[src/rtl/md_pkg.sv]
// md_pkg: E-stage MD op classes, MD unit opcodes and controller states.
package md_pkg;
  typedef enum logic [3:0] {
    MD_NONE  = 4'd0,
    MD_MULT  = 4'd1,
    MD_MULTU = 4'd2,
    MD_DIV   = 4'd3,
    MD_DIVU  = 4'd4,
    MD_MFHI  = 4'd5,
    MD_MFLO  = 4'd6,
    MD_MTHI  = 4'd7,
    MD_MTLO  = 4'd8
  } mdop_t;
  localparam logic [2:0] U_MULT  = 3'd0;
  localparam logic [2:0] U_MULTU = 3'd1;
  localparam logic [2:0] U_DIV   = 3'd2;
  localparam logic [2:0] U_DIVU  = 3'd3;
  localparam logic [2:0] U_MTHI  = 3'd4;
  localparam logic [2:0] U_MTLO  = 3'd5;
  localparam logic [2:0] U_NOP   = 3'd7;
  typedef enum logic {IDLE = 1'b0, RUN = 1'b1} state_t;
  function automatic logic [2:0] uop(input logic [3:0] op);
    return op == MD_MULT  ? U_MULT  :
           op == MD_MULTU ? U_MULTU :
           op == MD_DIV   ? U_DIV   :
           op == MD_DIVU  ? U_DIVU  :
           op == MD_MTHI  ? U_MTHI  :
           op == MD_MTLO  ? U_MTLO  : U_NOP;
  endfunction
endpackage

[src/rtl/md_lat_cnt.sv]
// md_lat_cnt: loadable latency down-counter with zero flag; clear beats load beats decrement.
module md_lat_cnt #(
  parameter int CNT_W = 4
) (
  input  logic             clk,
  input  logic             reset_n,
  input  logic             load,
  input  logic [CNT_W-1:0] ld_val,
  input  logic             dec,
  input  logic             clr,
  output logic             zero
);
  logic [CNT_W-1:0] cnt;
  always_ff @(posedge clk)
    cnt <= (!reset_n || clr) ? '0 :
           load              ? ld_val :
           (dec && !zero)    ? cnt - 1'b1 : cnt;
  assign zero = cnt == '0;
endmodule

[src/rtl/md_sched.sv]
// md_sched: MD unit issue/latency/stall controller; MD_CHECK_EN adds a sticky busy cross-check.
module md_sched
  import md_pkg::*;
#(
  parameter int MULT_LAT = 5,
  parameter int DIV_LAT  = 10,
  parameter int CNT_W    = 4
) (
  input  logic        clk,
  input  logic        reset_n,
  input  logic        e_valid,
  input  logic [3:0]  e_mdop,
  input  logic [31:0] e_rs,
  input  logic [31:0] e_rt,
  input  logic        d_mduse,
  input  logic        flush,
  input  logic        md_busy,
  output logic        md_start,
  output logic [2:0]  md_op,
  output logic        md_write,
  output logic        md_sel,
  output logic [31:0] md_a,
  output logic [31:0] md_b,
  output logic        md_abort,
  output logic        md_commit,
  output logic        busy,
  output logic        stall_d,
  output logic        div0,
  output logic        chk_err
);
  localparam logic [CNT_W-1:0] MUL_LD = CNT_W'(MULT_LAT - 1);
  localparam logic [CNT_W-1:0] DIV_LD = CNT_W'(DIV_LAT - 1);
  state_t state, state_nx;
  logic issue, is_mul, is_div, rt_zero, zero;
  assign issue   = e_valid & ~flush & reset_n;
  assign is_mul  = e_mdop == MD_MULT || e_mdop == MD_MULTU;
  assign is_div  = e_mdop == MD_DIV || e_mdop == MD_DIVU;
  assign rt_zero = e_rt == '0;
  assign busy    = state == RUN;
  assign md_op   = uop(e_mdop);
  assign md_sel  = e_mdop == MD_MFHI;
  assign md_a    = e_rs;
  assign md_b    = e_rt;
  assign stall_d = d_mduse & (busy | md_start);
  always_ff @(posedge clk) state <= !reset_n ? IDLE : state_nx;
  // commit has priority over a flush landing on the final count
  always_comb begin
    md_start  = 1'b0;
    md_write  = 1'b0;
    md_commit = 1'b0;
    md_abort  = 1'b0;
    state_nx  = state;
    md_start  = !busy && issue && (is_mul || (is_div && !rt_zero));
    md_write  = !busy && issue && (e_mdop == MD_MTHI || e_mdop == MD_MTLO);
    md_commit = busy && zero && reset_n;
    md_abort  = busy && !zero && flush && reset_n;
    state_nx  = busy ? ((zero || flush) ? IDLE : RUN) : (md_start ? RUN : IDLE);
  end
  always_ff @(posedge clk) div0 <= !busy && issue && is_div && rt_zero;
  md_lat_cnt #(.CNT_W(CNT_W)) u_cnt (
    .clk    (clk),
    .reset_n(reset_n),
    .load   (md_start),
    .ld_val (is_div ? DIV_LD : MUL_LD),
    .dec    (busy),
    .clr    (md_abort),
    .zero   (zero)
  );
`ifdef MD_CHECK_EN
  always_ff @(posedge clk)
    chk_err <= !reset_n ? 1'b0 : chk_err | (busy & ~md_abort & ~md_busy);
`else
  logic unused_md_busy;
  assign unused_md_busy = md_busy;
  assign chk_err = 1'b0;
`endif
endmodule

[config.mk]
export PLATFORM = sky130hd
export DESIGN_NAME = md_sched
export DESIGN_NICKNAME = d
export VERILOG_FILES = /design/src/rtl/md_pkg.sv /design/src/rtl/md_lat_cnt.sv /design/src/rtl/md_sched.sv
export SDC_FILE = /design/constraint.sdc
export NUM_CORES = 1
export LEC_CHECK = 0
export ABC_CLOCK_PERIOD_IN_PS = 1900
export CORE_MARGIN = 8
export CORE_UTILIZATION = 22
export DETAILED_ROUTE_END_ITERATION = 8
export GPL_TIMING_DRIVEN = 0
export HOLD_SLACK_MARGIN = 0.12
export PLACE_DENSITY_LB_ADDON = 0.3
export SYNTH_ARGS = -nofsm -noshare
export SYNTH_HDL_FRONTEND = slang
export SYNTH_HIERARCHICAL = 1
export SYNTH_SLANG_ARGS = --single-unit
[constraint.sdc]
create_clock -name clk -period 1.9 [get_ports clk]
set_input_delay 0.285 -clock clk [delete_from_list [all_inputs] [get_ports clk]]
set_output_delay 0.285 -clock clk [all_outputs]
set_load 0.02 [all_outputs]
==> impl.org <==
** Outcome
- Status :: finished, final reports clean

** Synth
- Number of register bits inferred by synthesis :: 6
- Portion of the post-synthesis area used by sequential elements :: 11.01%
- Multiplexer share of the synthesized area :: 1.835%
- Synth Warn # :: 6
- Synthesized area :: 0.001091 mm^2
- Synthesized instance count :: approximately 150
- By area, the combinational part of the netlist is dominated by buffers and inverters.
- Post-synthesis adder-cell area fraction :: under 10%
- Post-synthesis simple-gate area fraction :: 24.66%
- A synthesized cell averages 7.422 um^2.
- Summing the areas of all compound-gate instances in the mapped netlist gives 10.44% of the synthesized area.
- Unique cell type count in the Yosys netlist :: 32
- The synthesized netlist devotes 2.408% of its cell area to XOR and XNOR gates.

** STA
- The worst path needs 1864 ps of the cycle, external delays included.
- Worst clock skew on the final layout :: ~0.83 ps
- Post-route worst setup slack :: around 36 ps
- Crit share post-route :: 98.11%
- Setup repair after global routing could not meet its margin everywhere.
- For this run, the top clock speed supported by timing is 536.4 MHz.
- Total count of max-transition violations in the final report :: 0
- Setup violations remaining at the end of the flow were counted as 0.
- Number of hold-slack violations in the final timing report :: 0

** Critical path
- Data on the critical path is required at its endpoint by 1620 ps.
- Worst R2R Start :: u_cnt/cnt[0]
- The worst register-to-register path ends at u_cnt/cnt[0].
- The worst register-to-register path has a depth of 8.
- The worst setup path is of the reg -> out kind.
- Flop2flop setup slack :: 100 ps
- Worst Path Arrival :: 1580 ps
- STA classifies the critical path startpoint as a register.
- Endpoint class of the critical path :: output port
- Maximum fanout encountered on the critical timing path :: 4

** Layout
- For this run, the post-layout net count is 352.
- Relative to the synthesized area, the layout overhead comes to 130.0%.
- Antenna Cells :: 0
- Fraction of layout cells with a size suffix above 1 :: 42.18%
- Finished Core Util :: a little over half

** Placed design
- Dpl ws :: -702.6 ps
- Count of buffers from port buffering :: about 110
- Post-DP HPWL :: 4041 um
- At the end of routability-driven placement, the weighted congestion stood at between 0.7 and 0.8.

** Floorplanning
- The floorplan step set the die width to 86.42 um.
- The initial utilization of the core area, before any placement, comes to 22.95%.
- During I/O placement, the number of pins put on the boundary was 150.
- Y dimension of the die :: 86.42 um
- The core region is 0.004755 mm^2.
- Area of the die :: between 0.007 and 0.008 mm^2
- The initialized floorplan defines 25 standard-cell rows.

** Pwr
- Summed over all cells, the static leakage comes to 1.148 nW.
- Power density over the cells :: 338.2 mW/mm^2
- IR analysis of the VDD net gives a maximum drop of 0.0001293 V.

** CTS
- Buffer levels on the longest clock path :: 2
- CTS H-tree depth :: 1
- CTS saw 6 sinks.
- The tree is rooted in a clkbuf_8.
- The number of hold buffers added after CTS was 0.
- At the later pin of the worst-skew pair, clock insertion delay measures 230 ps.
- TritonCTS built the clock tree.
- After clock tree synthesis, the clock-pin slew on the worst setup and hold paths is 40 ps.
- Buffers inserted during clock tree synthesis total 3.

** Worst hold path
- Hold depth :: 2
- Beginning of the worst hold path :: u_cnt/cnt[1]
- Classification of the worst-slack hold path :: reg -> reg
- The worst hold path terminates at u_cnt/cnt[1].

** Route
- The detail route stage leaves a number of antenna-violating nets equal to 0.
- DRT iter0 DRCs :: 31
- The routed layout has 1366 vias.
- Routed WL :: 4645 um
- Total DRC errors in the routed layout :: 0
- Count of TritonRoute iterations in the first routing pass :: 2
- In the final routed layout, each cell accounts on average for 13.58 um.
- Using the TritonRoute via totals, the vias-per-cell ratio works out to 3.994.

** GRT
- Entering global routing, the biggest net connects 13 pins.
- The first global-routing pass estimated approximately 6700 um of wire.
- The via count of the first global-routing pass is 1424.
- Gr usage total :: 11.27%
- The initial antenna violation count was 0.
- Overflow left after global routing :: 0

** Flow run
- Max Cap Viol :: 0
-- flip-flops by register name, indices dropped and copies added, names as in the netlist --
signal and flops:
busy 1, div0 1, u_cnt/cnt 4
-- cell type report --
type	instances	area [um^2]
flip-flops and latches	6	126.4
multi-input cells	68	544.3
repair buffers	124	1182
well taps	67	83.83
fillers	479	2245
plain buffers	67	498.0
clock buffers	3	41.29
inverters	7	33.78
-- cell usage after synthesis --
| master | instances | area share (%) |
|---|---|---|
| buf_4 | 65 | 45 |
| nor4_1 | 9 | 5.2 |
| o21ai_0 | 8 | 3.7 |
| nand2_1 | 7 | 2.4 |
| dfxtp_1 | 6 | 11 |
| inv_1 | 6 | 2.1 |
| nand3_1 | 6 | 2.8 |
| nor2_1 | 5 | 1.7 |
| a21oi_1 | 4 | 1.8 |
| nor2b_1 | 4 | 2.3 |
| xnor2_1 | 3 | 2.4 |
| buf_2 | 2 | 0.92 |
| mux2i_1 | 2 | 1.8 |
| nand2b_1 | 2 | 1.1 |
| a22o_1 | 1 | 0.80 |
| a31oi_2 | 1 | 1.1 |
| and3_1 | 1 | 0.57 |
| and4b_1 | 1 | 0.92 |
| and4b_2 | 1 | 1.0 |
| clkinv_2 | 1 | 0.46 |
| conb_1 | 1 | 0.34 |
| ha_1 | 1 | 1.1 |
| nand4_1 | 1 | 0.57 |
| nand4bb_1 | 1 | 1.0 |
| nor3b_1 | 1 | 0.69 |
| nor4_4 | 1 | 1.9 |
| nor4b_2 | 1 | 1.4 |
| o2111ai_1 | 1 | 0.80 |
| o21a_1 | 1 | 0.69 |
| o21ai_2 | 1 | 0.80 |
| o21bai_1 | 1 | 0.69 |
| or3b_4 | 1 | 1.0 |
-- stage by stage --
stage	total power (W)	setup TNS (ps)	hold WS, ps	instance area, um^2	std cells
2_1_floorplan	0.0003927	0	423.8	1101	148
3_3_place_gp	0.0006451	-4648	515.0	2316	328
3_5_place_dp	0.0006489	-4613	509.1	2316	328
4_1_cts	0.0008483	0	506.9	2426	338
5_1_grt	0.0008881	-75.83	546.9	2510	342
6_report	0.0008488	0	504.3	2510	342
-- where the power goes --
| part | leakage [nW] | total [W] | switching, W | internal [W] |
|---|---|---|---|---|
| sequential | 0.0503 | 0.000133 | 0.00000398 | 0.000129 |
| combinational | 1.08 | 0.000516 | 0.000221 | 0.000295 |
| clock | 0.0216 | 0.000200 | 0.0000635 | 0.000137 |
-- metal layers --
layer | global-route usage [%] | up-vias | wire (um)
li1 | - | 693 | -
met1 | 10.00 | 595 | 1632
met2 | 21.94 | 71 | 2454
met3 | 5.577 | 7 | 486
met4 | 2.660 | 0 | 72
met5 | 0 | - | 0
-- what timing repair did --
item,CTS,global route
gates resized for setup,81,23
pin swaps,19,13
buffers inserted,7,4
setup endpoints to repair,13,10
-- critical path: stages (launching register included) --
cell      delay, ps
dfxtp_4         350
inv_4            60
ha_4            120
or3b_4          400
clkinv_4         70
and4b_1         210
buf_6           140
-- worst max-delay path by stage --
stage                       startpoint      endpoint  slack [ps]  depth (start not counted)
after floorplan           u_cnt/cnt[0]  u_cnt/cnt[0]          70                          8
final                     u_cnt/cnt[0]      md_abort          40                          6
after global routing              busy       stall_d         -40                          5
after detailed placement      e_rt[16]       stall_d        -700                          6
after CTS                      e_rt[0]      md_start           2                          6
after global placement        e_rt[16]       stall_d        -720                          6
-- cell families after synthesis --
kind of cell / after synthesis
buffers and inverters: 74
AND/OR/NAND/NOR: 42
AO/OA/AOI/OAI: 18
flip-flops: 6
XOR/XNOR: 3
multiplexers: 2
adder cells (fa/ha/maj): 1
other: 1
-- placed cells by master, fill, tap and decap left out, drive strengths merged --
cell           count
nand3              6
o2111ai            1
clkinv             1
nand4bb            1
and4b              2
nand4              1
nand2b             2
conb               2
dlymetal6s2s       5
nor3b              1
buf               82
clkbuf             5
nand2              7
mux2i              2
inv                6
nor4              10
nor4b              1
o21a               1
a21oi              4
nor2b              4
clkdlybuf4s50     67
o21ai              9
and3               1
clkdlybuf4s15     10
dlygate4sd2       25
dfxtp              6
ha                 1
o21bai             1
xnor2              3
nor2               5
a22o               1
or3b               1
a31oi              1
No activity file was read; power rests on OpenSTA's default activity.
